--- src/rtl/grf_hazard_ctrl_if.sv ---
// D-stage hazard query bus between decode and the hazard controller.
// Decode drives the operand/dest fields; controller returns stall/forward info.
interface grf_hazard_ctrl_if;
  logic [4:0] d_rs;
  logic [4:0] d_rt;
  logic [1:0] d_rs_tuse;
  logic [1:0] d_rt_tuse;
  logic [4:0] d_dst;
  logic       d_write;
  logic [1:0] d_tnew;
  logic       d_md_start;
  logic       d_md_long;
  logic       d_md_use;
  logic       stall;
  logic [1:0] fwd_rs_sel;
  logic [1:0] fwd_rt_sel;
  logic       md_busy;
  logic [1:0] e_tnew;
  logic [1:0] m_tnew;

  modport master (
    output d_rs, d_rt, d_rs_tuse, d_rt_tuse,
    output d_dst, d_write, d_tnew,
    output d_md_start, d_md_long, d_md_use,
    input  stall, fwd_rs_sel, fwd_rt_sel,
    input  md_busy, e_tnew, m_tnew
  );

  modport slave (
    input  d_rs, d_rt, d_rs_tuse, d_rt_tuse,
    input  d_dst, d_write, d_tnew,
    input  d_md_start, d_md_long, d_md_use,
    output stall, fwd_rs_sel, fwd_rt_sel,
    output md_busy, e_tnew, m_tnew
  );
endinterface

--- src/rtl/grf_hazard_ctrl.sv ---
// Tnew/Tuse hazard controller: E/M/W write tracking, D-stage stall,
// forward-source select and multiply/divide busy sequencing.
module grf_hazard_ctrl #(
  parameter int unsigned MULT_BUSY = 6,
  parameter int unsigned DIV_BUSY  = 11
) (
  input logic              clk,
  input logic              reset,
  grf_hazard_ctrl_if.slave bus
);

  typedef struct packed {
    logic [4:0] dst;
    logic       write;
    logic [1:0] tnew;
  } ent_t;

  ent_t       e_q;
  ent_t       m_q;
  ent_t       w_q;
  logic [3:0] md_cnt;

  logic       stall_rs;
  logic       stall_rt;
  logic       md_stall;
  logic       stall;
  logic [1:0] m_next_tnew;

  function automatic logic hit(ent_t x, logic [4:0] r);
    return x.write && (x.dst == r) && (r != 5'd0);
  endfunction

  // Youngest match wins; W carries tnew 0 so it can only shadow older
  // nothing and never stall.
  function automatic logic src_stall(
    ent_t e, ent_t m, ent_t w, logic [4:0] r, logic [1:0] tuse
  );
    logic       h;
    logic [1:0] t;
    h = 1'b1;
    t = 2'd0;
    if (hit(e, r))      t = e.tnew;
    else if (hit(m, r)) t = m.tnew;
    else if (hit(w, r)) t = w.tnew;
    else                h = 1'b0;
    return (tuse != 2'd3) && h && (t > tuse);
  endfunction

  function automatic logic [1:0] src_fwd(
    ent_t e, ent_t m, logic [4:0] r
  );
    logic [1:0] s;
    s = 2'd0;
    if (hit(e, r)) begin
      if (e.tnew == 2'd0) s = 2'd1;
    end else if (hit(m, r)) begin
      if (m.tnew == 2'd0) s = 2'd2;
    end
    return s;
  endfunction

  always_comb begin
    stall_rs = src_stall(e_q, m_q, w_q, bus.d_rs, bus.d_rs_tuse);
    stall_rt = src_stall(e_q, m_q, w_q, bus.d_rt, bus.d_rt_tuse);
    md_stall = bus.d_md_use && (md_cnt != 4'd0);
    stall    = stall_rs | stall_rt | md_stall;
  end

  assign m_next_tnew = (e_q.tnew != 2'd0) ? e_q.tnew - 2'd1 : 2'd0;

  assign bus.stall      = stall;
  assign bus.fwd_rs_sel = src_fwd(e_q, m_q, bus.d_rs);
  assign bus.fwd_rt_sel = src_fwd(e_q, m_q, bus.d_rt);
  assign bus.md_busy    = (md_cnt != 4'd0);
  assign bus.e_tnew     = e_q.tnew;
  assign bus.m_tnew     = m_q.tnew;

  always_ff @(posedge clk) begin
    if (reset) begin
      e_q    <= '0;
      m_q    <= '0;
      w_q    <= '0;
      md_cnt <= '0;
    end else begin
      if (stall) e_q <= '0;
      else       e_q <= {bus.d_dst, bus.d_write, bus.d_tnew};
      m_q <= {e_q.dst, e_q.write, m_next_tnew};
      w_q <= {m_q.dst, m_q.write, 2'd0};
      if (!stall && bus.d_md_start)
        md_cnt <= bus.d_md_long ? 4'(DIV_BUSY) : 4'(MULT_BUSY);
      else if (md_cnt != 4'd0)
        md_cnt <= md_cnt - 4'd1;
    end
  end

endmodule

--- src/flat_wrapper.sv ---
// flat-port wrapper written by rule: the top's interface ports become plain ports
module grf_hazard_ctrl_flat 
#(
  parameter int unsigned MULT_BUSY = 6,
  parameter int unsigned DIV_BUSY  = 11
)
  (clk, reset, bus_d_rs, bus_d_rt, bus_d_rs_tuse, bus_d_rt_tuse, bus_d_dst, bus_d_write, bus_d_tnew, bus_d_md_start, bus_d_md_long, bus_d_md_use, bus_stall, bus_fwd_rs_sel, bus_fwd_rt_sel, bus_md_busy, bus_e_tnew, bus_m_tnew);
  grf_hazard_ctrl_if bus_i ();
  input logic clk;
  input logic reset;
  input wire logic [$bits(bus_i.d_rs)-1:0] bus_d_rs;
  input wire logic [$bits(bus_i.d_rt)-1:0] bus_d_rt;
  input wire logic [$bits(bus_i.d_rs_tuse)-1:0] bus_d_rs_tuse;
  input wire logic [$bits(bus_i.d_rt_tuse)-1:0] bus_d_rt_tuse;
  input wire logic [$bits(bus_i.d_dst)-1:0] bus_d_dst;
  input wire logic [$bits(bus_i.d_write)-1:0] bus_d_write;
  input wire logic [$bits(bus_i.d_tnew)-1:0] bus_d_tnew;
  input wire logic [$bits(bus_i.d_md_start)-1:0] bus_d_md_start;
  input wire logic [$bits(bus_i.d_md_long)-1:0] bus_d_md_long;
  input wire logic [$bits(bus_i.d_md_use)-1:0] bus_d_md_use;
  output wire logic [$bits(bus_i.stall)-1:0] bus_stall;
  output wire logic [$bits(bus_i.fwd_rs_sel)-1:0] bus_fwd_rs_sel;
  output wire logic [$bits(bus_i.fwd_rt_sel)-1:0] bus_fwd_rt_sel;
  output wire logic [$bits(bus_i.md_busy)-1:0] bus_md_busy;
  output wire logic [$bits(bus_i.e_tnew)-1:0] bus_e_tnew;
  output wire logic [$bits(bus_i.m_tnew)-1:0] bus_m_tnew;
  assign bus_i.d_rs = bus_d_rs;
  assign bus_i.d_rt = bus_d_rt;
  assign bus_i.d_rs_tuse = bus_d_rs_tuse;
  assign bus_i.d_rt_tuse = bus_d_rt_tuse;
  assign bus_i.d_dst = bus_d_dst;
  assign bus_i.d_write = bus_d_write;
  assign bus_i.d_tnew = bus_d_tnew;
  assign bus_i.d_md_start = bus_d_md_start;
  assign bus_i.d_md_long = bus_d_md_long;
  assign bus_i.d_md_use = bus_d_md_use;
  assign bus_stall = bus_i.stall;
  assign bus_fwd_rs_sel = bus_i.fwd_rs_sel;
  assign bus_fwd_rt_sel = bus_i.fwd_rt_sel;
  assign bus_md_busy = bus_i.md_busy;
  assign bus_e_tnew = bus_i.e_tnew;
  assign bus_m_tnew = bus_i.m_tnew;
  grf_hazard_ctrl #(.MULT_BUSY(MULT_BUSY), .DIV_BUSY(DIV_BUSY)) u_core (.clk(clk), .reset(reset), .bus(bus_i));
endmodule
--- config.mk ---
export PLATFORM = sky130hd
export DESIGN_NAME = grf_hazard_ctrl_flat
export DESIGN_NICKNAME = d
export VERILOG_FILES = /design/src/rtl/grf_hazard_ctrl_if.sv /design/src/rtl/grf_hazard_ctrl.sv /design/src/flat_wrapper.sv
export SDC_FILE = /design/constraint.sdc
export NUM_CORES = 1
export LEC_CHECK = 0
export CORE_UTILIZATION = 40
export CTS_CLUSTER_SIZE = 30
export DETAILED_ROUTE_END_ITERATION = 16
export MAX_ROUTING_LAYER = met4
export PLACE_DENSITY = 0.66
export SLEW_MARGIN = 20
export SYNTH_ARGS = -nofsm -noshare
export SYNTH_HDL_FRONTEND = slang
export SYNTH_SLANG_ARGS = --single-unit
--- constraint.sdc ---
create_clock -name clk -period 7.02 [get_ports clk]
set_clock_uncertainty 0.1 [all_clocks]
set_input_delay 1.755 -clock clk [delete_from_list [all_inputs] [get_ports clk]]
set_output_delay 1.755 -clock clk [all_outputs]
set_load 0.005 [all_outputs]
; Yosys cells after proc, flatten, opt, wreduce, memory -nomap -nowiden
; Index checks and enable logic that the tools add are counted.
; W data, S select, Z words.
[word_totals]
reg_bits = 26
input_bits = 27
out_inout_bits = 10
elab_cells = 73
[op_classes]
n_addsub = 2
n_lt_le_gt_ge = 2
eq_ne = 8
n_mux = 21
bitwise = 3
n_reduce_logical = 28
[ops]
columns = operator, count
row1 = $eq A5 B5 Y1, 6
row2 = $mux W2, 11
row3 = $logic_and A1 B1 Y1, 18
row4 = $mux W4, 3
row5 = $reduce_bool A5 Y1, 2
row6 = $mux W1, 7
row7 = $gt A2 B2 Y1, 2
row8 = $logic_not A2 Y1, 2
row9 = $ne A2 B2 Y1 const B, 2
row10 = $reduce_bool A2 Y1, 2
row11 = $reduce_bool A4 Y1, 1
row12 = $reduce_or A2 Y1, 2
row13 = $sub A4 B1 Y4 const B, 1
row14 = $or A1 B1 Y1, 2
row15 = $sub A2 B1 Y2 const B, 1
row16 = $logic_not A1 Y1, 1
row17 = $not A1 Y1, 1

; Depth between registers and ports, before layout
; Gate-level depths: netlist (run 1).
[depth]
ltp_word = 13
ltp_mapped = 12
mapped_depth_nobuf = 12

; Worst setup path before layout (run 1)
; Ideal clock, no wire load.
[synth_path]
path_kind = input port to output port
from = input port bus_d_rt[1]
to = output port bus_stall
arrival_ns = 3.767
required_time_ns = 5.165
slack_ns = 1.398
cell_stages = 10
path_buffers = 0
path_cell_list = or4_1 > nor2_2 > nor4_1 > nor2b_1 > a22o_1 > ha_1 > a221oi_1 > o31a_1 > nor2_1 > nand2_1
[synth_between]
elab_chain_len = 10
word_cells_on_any_way = 20
cone_classes = 1 x order compare / 3 x eq/ne / 5 x mux / 2 x bitwise / 9 x reduce/logical
[synth_rtl]
columns = item, line_no
row1 = start: declaration, flat_wrapper.sv:12  ; input wire logic [$bits(bus_i.d_rt)-1:0] bus_d_rt;
row2 = branches (longest 7 deep; another with $gt A2 B2 Y1), n/a
row3 = $logic_and A1 B1 Y1 *, grf_hazard_ctrl.sv:46  ; return (tuse != 2'd3) && h && (t > tuse);
row4 = $or A1 B1 Y1 * (2 in series), grf_hazard_ctrl.sv:66  ; stall = stall_rs | stall_rt | md_stall;
row5 = end: declaration, flat_wrapper.sv:21  ; output wire logic [$bits(bus_i.stall)-1:0] bus_stall;
; Every way passes the cells marked *.

; Final worst setup path (run 1)
; Same ends and word-level chain as after synthesis.

==> results.md, run 1 <==
- Post-synthesis cell count: 156
- Power per Cell Area: 239.2 mW/mm^2
- Global-route wire length before repair: 5216 um
- Status: finished, final reports clean
- Die Ht: 62.70 um
- Post-DP HPWL: 2526 um
- Crit path DAT: 5.02 ns
- CP peak stage delay: 0.62 ns
- Detailed-route DRC error count: 0
- FF+latch count, synth: 26
- Largest net degree at the start of global routing: 22
- Crit Path Class: in2out
- FP Rows: 21
- Final min period: 6.873 ns
- Number of hold buffers added after cts: 0
- Crit-path max FO: 4
- Final count of pins violating max slew: 0
- CP max stage cell: or4_1
- Number of different library cells in the post-synthesis netlist: 29
- Post-synthesis sequential area ratio: 0.3531
- Drt first-iter violations: 88
- Setup_tns: 0 ns
- Vias per cell: 4.908
- Max Root-Sink Buffers: 2
- Lkg Pwr: 0.7573 nW
- GR Overflow Total: 0
- Starting density of the core: 0.4282
- Clock transition at path regs: 0.09 ns
- P&R area growth vs syn: 34.72%
- Initial antenna violation count: 0
- Most frequent CP cell: clkdlybuf4s50_1
- Layout cell share with drive strength beyond 1: 0.08290
- Gpl congestion: 0.8482
- Initial DRT Pass Iterations: 4
- Critical Path Start Type: input pin
- Worst-case vdd ir drop: 0.1654 mV
- Syn_nets: 190
- Core area: 0.003442 mm^2
- Htree depth: 1
- Remaining antenna violation count: 0
- CTS tree: built
- Boundary pin count: 37
- Die area: 0.003931 mm^2
- Final Cycle Share: 0.9790
- Synthesized area: 0.001474 mm^2
- Maxcap violations: 0
- Dpl cells: 233
- Fmax: 145.5 MHz
- Worst path required time: 5.16 ns
- Hold crit path type: reg2reg
- Vias: 1173
- Final Instance Count excl. Fillers: 239
- Crit-path cells: clkdlybuf4s50_1 -> or4_1 -> nor2_4 -> nor4_1 -> nor2b_1 -> a22o_1 -> ha_1 -> a21oi_1 -> a221oi_1 -> o31a_1 -> nor2_1 -> nand2_1 -> clkdlybuf4s50_1
- Avg Cell Area, Syn: 9.448 um^2
- Die span in x: 62.70 um
- Unrepaired setup endpoints after global routing: false
- Port-buffer cells: 36
- Wire length per cell: 12.91 um
- Final hold violation count: 0
- Root buf cell: clkbuf_8
- Core Util, Final: 0.5769
- R2r setup slk: 3.89 ns
- Total power: 0.4749 mW
- Drt total wl: 3086 um
- Tightest Pin Transition: 0.8081 ns
- Ant. Diodes: 0
- Total CTS buffers: 3
- Layout Nets: 228
- Vias in the first global route: 1173
- Final setup vio count: 0
- Crit. End Element: output pin
- Slew margin rel.: 0.4595
- Clock latency on the worst-skew pair: 0.27 ns
- GRT Util Overall: 0.1715
- Sink Count: 26
- Yosys warns: 0
-- critical path, delay by kind of cell --
family,cells,cell delay [ns]
compound gates,4,0.80
fa+ha+maj,1,0.29
buf+inv,2,1.00
simple gates,6,1.16
-- worst paths after layout --
check	startpoint	endpoint	cells after the start
max reg2reg	u_core.m_q[5]	u_core.md_cnt[0]	12
min reg2reg	u_core.m_q[2]	u_core.w_q[2]	1
max	bus_d_rt[1]	bus_stall	13
min	u_core.m_q[2]	u_core.w_q[2]	1
-- timing repair --
action                                  CTS  global route
endpoints found under the setup margin    0             1
setup buffers                             0             2
gates resized for setup                   0             6
-- per-layer routing --
metal	vias to the layer above	wire length [um]	global-route usage	part of all wire
li1	602	-	-	-
met1	542	1490	0.2088	0.48
met2	27	1459	0.2867	0.47
met3	2	111	0.02555	0.036
met4	0	25	0.06105	0.0081
met5	-	0	-	0
-- per-stage QoR --
stage | cell area (um^2) | hold slack, ns | setup slack, ns
after floorplan | 1474 | 0.3594 | 1.398
after global placement | 1862 | 0.3964 | 0.1768
after detailed placement | 1862 | 0.3881 | 0.05213
after CTS | 1933 | 0.4012 | 0.03726
after global routing | 1986 | 0.4189 | 0.01353
final | 1986 | 0.4038 | 0.1473
-- registers in the layout, summed over array words and instances (netlist names) --
| signal | cells |
|---|---|
| u_core.e_q | 6 |
| u_core.bus.e_tnew | 2 |
| u_core.md_cnt | 4 |
| u_core.m_q | 6 |
| u_core.bus.m_tnew | 2 |
| u_core.w_q | 6 |
-- synth_stat cells (all sizes together) --
library cell	instances	area, um^2
or3	2	17.52
clkbuf	2	7.510
a22oi	2	15.01
nor2	7	31.28
or4	2	15.01
a21oi	4	20.02
o21ai	1	5.000
and2	10	62.56
xnor2	19	166.4
a221oi	2	17.52
a211oi	1	7.510
buf	4	30.03
a2111oi	1	27.53
dfxtp	26	520.5
xor2	13	113.9
ha	7	87.58
nor3	3	15.01
nand4	6	37.54
nor2b	15	93.84
nor3b	2	15.01
o31a	2	17.52
a22o	2	17.52
nand2	6	22.52
mux2	2	30.03
inv	8	30.03
nor4	7	50.05
-- kinds of logic (layout without fill, tap and decap cells) --
group | Yosys count | in the layout | synth area share
AOI/OAI and AO/OA | 15 | 15 | 0.08659
xor gates and xnor gates | 32 | 32 | 0.1902
adders and majority gates | 7 | 7 | 0.05942
buffers and inverters | 14 | 51 | 0.04584
DFF | 26 | 26 | 0.3531
muxes | 2 | 2 | 0.02037
and+or+nand+nor | 60 | 60 | 0.2445
-- cell usage in the layout, fill, tap and decap left out --
cell type and n:
nor4_4 2, a211oi_1 1, nor3b_1 2, nand4_1 6, nand2_1 6, xnor2_1 19
dfxtp_1 26, o21ai_0 1, or4_4 1, or3_1 1, mux2_4 2, bufinv_16 1
nor2_1 5, ha_1 7, clkbuf_8 3, a22o_1 2, or4_1 1, a2111oi_4 1
inv_1 8, o31a_1 2, nor2_4 2, xor2_1 13, and2_1 10, or3_4 1
a221oi_1 2, a21oi_1 4, nor3_1 3, buf_4 3, nor4_1 5, nor2b_1 15
clkdlybuf4s50_1 36, a22oi_1 2
-- power by group --
part / internal, mW / switching, mW / total [mW]
Combinational: 0.0887 / 0.0713 / 0.160
Sequential: 0.171 / 0.0223 / 0.193
Clock: 0.0762 / 0.0458 / 0.122
Total: 0.336 / 0.139 / 0.475
-- final cells by class --
type | count | area, um^2
multi-input combinational | 116 | 923.4
sequential | 26 | 520.5
fill | 301 | 1456
clock buffer | 3 | 41.29
timing repair buffer | 39 | 382.9
clock inverter | 1 | 30.03
tap | 46 | 57.56
inverter | 8 | 30.03
No activity file was read; power rests on OpenSTA's default activity.
==> inputs of run 2 (changes only) <==
SKIP_CTS_REPAIR_TIMING = 1   (was unset)
==> results of run 2 <==
The final DEF is identical to that of run 1; final timing and power are the same.
